### src/rtl/iob_axistream_serializer_pkg.sv
// Shared types and constants for the word-to-byte AXI-stream serializer.
// State encoding, packet-length counter width and word geometry helpers.
package iob_axistream_serializer_pkg;

    typedef enum logic {
        IDLE  = 1'b0,
        SHIFT = 1'b1
    } ser_state_e;

    localparam int PKT_LEN_W = 16;

    // Bytes per input word.
    function automatic int calc_nb(input int data_w);
        return data_w / 8;
    endfunction

    // Width of the byte index / byte count fields (at least one bit).
    function automatic int calc_bw(input int data_w);
        return (data_w / 8 > 1) ? $clog2(data_w / 8) : 1;
    endfunction

endpackage

### src/rtl/iob_axistream_serializer_pktlen.sv
// Packet length counter: counts output handshakes and reports the total
// (modulo 2^16) with a one-cycle valid pulse on the handshake of the tlast byte.
module iob_axistream_serializer_pktlen
    import iob_axistream_serializer_pkg::*;
(
    input  logic                 clk,
    input  logic                 rst,
    input  logic                 i_beat,
    input  logic                 i_last,
    output logic [PKT_LEN_W-1:0] o_pkt_len,
    output logic                 o_pkt_len_valid
);

    logic [PKT_LEN_W-1:0] r_count;
    logic [PKT_LEN_W-1:0] r_pkt_len;
    logic                 r_pkt_len_valid;
    logic [PKT_LEN_W-1:0] w_count_inc;

    assign w_count_inc = r_count + PKT_LEN_W'(1);

    always_ff @(posedge clk or posedge rst) begin
        if (rst) begin
            r_count         <= '0;
            r_pkt_len       <= '0;
            r_pkt_len_valid <= 1'b0;
        end else begin
            r_pkt_len_valid <= 1'b0;
            if (i_beat) begin
                if (i_last) begin
                    r_pkt_len       <= w_count_inc;
                    r_pkt_len_valid <= 1'b1;
                    r_count         <= '0;
                end else begin
                    r_count <= w_count_inc;
                end
            end
        end
    end

    assign o_pkt_len       = r_pkt_len;
    assign o_pkt_len_valid = r_pkt_len_valid;

endmodule

### src/rtl/iob_axistream_serializer.sv
// Wide-word to byte-wide AXI-stream serializer, LSB first, partial last word.
// Optional packet length reporting under IOB_AXISTREAM_SERIALIZER_PKTLEN_EN.
module iob_axistream_serializer
    import iob_axistream_serializer_pkg::*;
#(
    parameter  int DATA_W = 32,
    localparam int NB     = calc_nb(DATA_W),
    localparam int BW     = calc_bw(DATA_W)
) (
    input  logic              clk,
    input  logic              rst,
    input  logic [DATA_W-1:0] s_tdata,
    input  logic [BW-1:0]     s_tbytes,
    input  logic              s_tlast,
    input  logic              s_tvalid,
    output logic              s_tready,
    output logic [7:0]        m_tdata,
    output logic              m_tlast,
    output logic              m_tvalid,
    input  logic              m_tready,
    output logic              busy
`ifdef IOB_AXISTREAM_SERIALIZER_PKTLEN_EN
    ,
    output logic [PKT_LEN_W-1:0] pkt_len,
    output logic                 pkt_len_valid
`endif
);

    ser_state_e        r_state;
    logic [DATA_W-1:0] r_word;
    logic [BW-1:0]     r_idx;
    logic [BW-1:0]     r_lidx;
    logic              r_tlast;

    logic              w_shift;
    logic              w_at_last;
    logic              w_out_hs;
    logic              w_in_hs;
    logic [BW-1:0]     w_lidx_next;
    logic [7:0]        w_bytes [NB];

    genvar gi;
    generate
        for (gi = 0; gi < NB; gi++) begin : g_byte_lane
            assign w_bytes[gi] = r_word[8*gi +: 8];
        end
    endgenerate

    assign w_shift   = (r_state == SHIFT);
    assign w_at_last = w_shift && (r_idx == r_lidx);
    assign w_out_hs  = w_shift && m_tready;

    // Only combinational path: a word slot frees up as the last byte leaves.
    assign s_tready = !w_shift || (w_at_last && m_tready);
    assign w_in_hs  = s_tvalid && s_tready;

    always_comb begin
        w_lidx_next = BW'(NB - 1);
        if (s_tlast && (s_tbytes != '0)) begin
            w_lidx_next = s_tbytes - BW'(1);
        end
    end

    always_ff @(posedge clk or posedge rst) begin
        if (rst) begin
            r_state <= IDLE;
            r_word  <= '0;
            r_idx   <= '0;
            r_lidx  <= '0;
            r_tlast <= 1'b0;
        end else if (w_in_hs) begin
            // Covers both the idle load and the bubble-free reload.
            r_state <= SHIFT;
            r_word  <= s_tdata;
            r_idx   <= '0;
            r_lidx  <= w_lidx_next;
            r_tlast <= s_tlast;
        end else if (w_out_hs) begin
            if (w_at_last) begin
                r_state <= IDLE;
            end else begin
                r_idx <= r_idx + BW'(1);
            end
        end
    end

    assign m_tvalid = w_shift;
    assign m_tdata  = w_shift ? w_bytes[r_idx] : 8'h00;
    assign m_tlast  = r_tlast && w_at_last;
    assign busy     = w_shift;

`ifdef IOB_AXISTREAM_SERIALIZER_PKTLEN_EN
    iob_axistream_serializer_pktlen u_pktlen (
        .clk             (clk),
        .rst             (rst),
        .i_beat          (w_out_hs),
        .i_last          (m_tlast),
        .o_pkt_len       (pkt_len),
        .o_pkt_len_valid (pkt_len_valid)
    );
`endif

endmodule

### config.mk
export PLATFORM = sky130hd
export DESIGN_NAME = iob_axistream_serializer
export DESIGN_NICKNAME = d
export VERILOG_FILES = /design/src/rtl/iob_axistream_serializer_pkg.sv /design/src/rtl/iob_axistream_serializer_pktlen.sv /design/src/rtl/iob_axistream_serializer.sv
export SDC_FILE = /design/constraint.sdc
export NUM_CORES = 1
export LEC_CHECK = 0
export CORE_MARGIN = 2
export CORE_UTILIZATION = 40
export CTS_CLUSTER_SIZE = 24
export DETAILED_ROUTE_END_ITERATION = 10
export GPL_ROUTABILITY_DRIVEN = 0
export GPL_TIMING_DRIVEN = 0
export PLACE_DENSITY = 0.77
export SYNTH_ARGS = -nofsm -noshare
export SYNTH_HDL_FRONTEND = slang
export SYNTH_HIERARCHICAL = 1
export SYNTH_SLANG_ARGS = --single-unit
### constraint.sdc
create_clock -name clk -period 2.1 [get_ports clk]
set_clock_uncertainty 0.15 [all_clocks]
set_input_delay 0.42 -clock clk [delete_from_list [all_inputs] [get_ports clk]]
set_output_delay 0.42 -clock clk [all_outputs]
set_load 0.03 [all_outputs]
==> results.yml <==
status:
  status: "finished, violations left"
  violations: "setup timing"
setup_path:
  required_ns: 1.53
  cp-end-kind: "primary output"
  critical_path_class: "flip-flop to primary output"
  crit_arrival_ns: 1.64
  critPathMaxFanout: 3
  start_kind: "flip-flop"
synthesis:
  ys_seq_elements: 38
  yosysTopAreaCellShare: 0.5017
  ys.flop_type: "dfrtp_1"
  synth.distinct_cells: 33
  synth_fp_nets: 177
  yosys_warnings: 6
  synth-seq-area-share: 0.5017
  yosys-top-cells-area: "dfrtp_1 50%, mux2_2 18%, mux4_2 8.3%"
  netlist_top_cells_count: "38 x dfrtp_1, 31 x mux2_2, 8 x and2_1"
  syn_area_um2: 1896
  synth_edf_count: 0
  async_reset_ff_frac: 1.000
  synth_largest_area_cell: "dfrtp_1"
  synth_cells: 137
  synth.most_common_cell: "dfrtp_1"
  syn-mean-instance-area_um2: 13.84
sta:
  worst_pin_slew_ns: 0.7699
  setup_violations: 8
  rsz0062_at_grt: "yes"
  period_share: 1.050
  fin_crit_ns: 2.205
  setup_slack_ns: -0.1055
  fin_tns_setup_ns: -0.7571
  slew_headroom: 0.4860
  max_clock_freq_mhz: 453.4
  slew_violations: 0
  whs_ns: 0.3560
  final-hold-violation-count: 0
global_route:
  antenna_found_initial: 0
  grt_pass1_wl_mm: 6.975
  busiest_layer: "met2"
  grt_pass1_vias: 1441
  overflow: 0
  use_met2: 0.2889
  met1_usage: 0.2219
  grt_max_degree: 39
  met3_usage: 0.05110
  gr-usage-all-layers: 0.1795
floorplan:
  start_util: 0.4067
  io_pins: 51
  fp.dieW_um: 72.84
  core_area_um2: 4661
  die_height_um: 72.84
  placementRows: 25
  die_area_um2: 5306
cts:
  path_clk_slew_ns: 0.07
  cts_buffers: 5
  clockRootBuffer: "clkbuf_8"
  clk-insertion-delay-late_ns: 0.29
  htreeDepth: 2
  tritoncts: "yes"
  clk_path_buf_depth: 2
  clock-sinks: 38
route:
  antenna_left: 0
  drc: 0
  routed_wl_mm: 4.189
  via_count: 1364
  dr.pass1.iters: 4
  wl_per_cell_um: 16.49
  avgViaCountPerCell: 5.370
  drt_iter0_drc: 64
layout:
  syn_to_final_growth_pct: 44.95
  fin_area_um2: 2748
  antennaDiodeCount: 0
  fin_nets: 239
  drive_gt1_frac: 0.4500
  fillerInstances: 378
  final_cells: 254
pwr:
  p_leak_nw: 1.170
  peakVddDrop_v: 0.0008667
  powerDensity_nw_per_um2: 1786
  total_power_mw: 4.908
place:
  dpl.cell_count: 240
  dpl.hpwl_mm: 2.791
  port_buffers: 49
  dpl_cell_area_um2: 2454
hold_path:
  hp-class: "flip-flop to flip-flop"
flow_run:
  maxCapViolCount: 0
==> cell families after synthesis <==
family | share of synthesized area
mux | 0.2970
buf+inv | 0.04488
flops | 0.5016
compound gates | 0.05941
fa+ha+maj | 0.006600
simple gates | 0.06799
xor+xnor | 0.02245
==> final cells by class <==
type,instances,area (um^2),share of cell area
Sequential cell,38,952.2,0.3465
Multi-Input combinational cell,84,914.6,0.3329
Timing Repair Buffer,55,551.8,0.2008
Buffer,10,100.1,0.03643
Clock buffer,6,82.58,0.03005
Tap cell,54,67.56,0.02459
Clock inverter,2,60.06,0.02186
Inverter,5,18.77,0.006831
==> flip-flops by register name (all words and copies together) (netlist names) <==
name,cells
r_word,32
r_idx,2
r_lidx,2
busy,1
r_tlast,1
==> critical path, cell delays in order (launching register included) <==
cell and delay, ns:
dfrtp_2 0.42, buf_6 0.14, mux4_2 0.50, and2_4 0.15
buf_6 0.13
==> stage by stage <==
stage	util	setup WS [ns]
global placement	0.5264	-0.6226
floorplan	-	0.03413
global route	0.5895	-0.1737
CTS	0.5850	-0.1122
detailed placement	0.5264	-0.6454
finish	0.5895	-0.1055
==> report_power, final <==
group	leakage (nW)	internal, mW	total, mW	switching, mW
logic	0.654	1.59	2.82	1.23
clock network	0.0714	0.507	0.760	0.254
registers	0.444	1.11	1.33	0.224
total	1.17	3.20	4.91	1.71
==> layer usage <==
metal / up-vias / share of wire
met3: 11 / 0.051
met2: 45 / 0.49
met5: - / 0
met4: 0 / 0.024
met1: 687 / 0.43
li1: 621 / -
==> what timing repair did <==
item,4_1_cts,5_1_grt
setup buffers,4,2
pin swaps,8,2
gates cloned,0,0
resized for setup,97,2
setup endpoints to repair,10,38
hold buffers,0,0
==> placed cells by master (no fill, tap or decap), types with 3 or more instances in the layout <==
| cell type | synthesis | routed |
|---|---|---|
| buf_4 | 1 | 6 |
| dfrtp_1 | 38 | 37 |
| mux4_2 | 7 | 8 |
| mux2_2 | 31 | 31 |
| buf_6 | 3 | 16 |
| clkdlybuf4s50_1 | 0 | 39 |
| and2_4 | 0 | 8 |
| o21ai_0 | 4 | 3 |
| inv_1 | 5 | 4 |
| nor2_1 | 3 | 3 |
| clkbuf_8 | 0 | 6 |
==> worst paths after layout <==
path                                  from  depth (start not counted)  slack (ns)          to
worst max-delay path              r_idx[1]                          4       -0.11  m_tdata[1]
worst min-delay path            r_word[12]                          1        0.36  r_word[12]
worst max register to register    r_idx[1]                          6        0.08  r_word[16]
worst min register to register  r_word[12]                          1        0.36  r_word[12]
max in group asynchronous              rst                          2        0.83    r_idx[1]
min in group asynchronous              rst                          2        0.44   r_word[2]
Power figures use the tool's default switching activity.
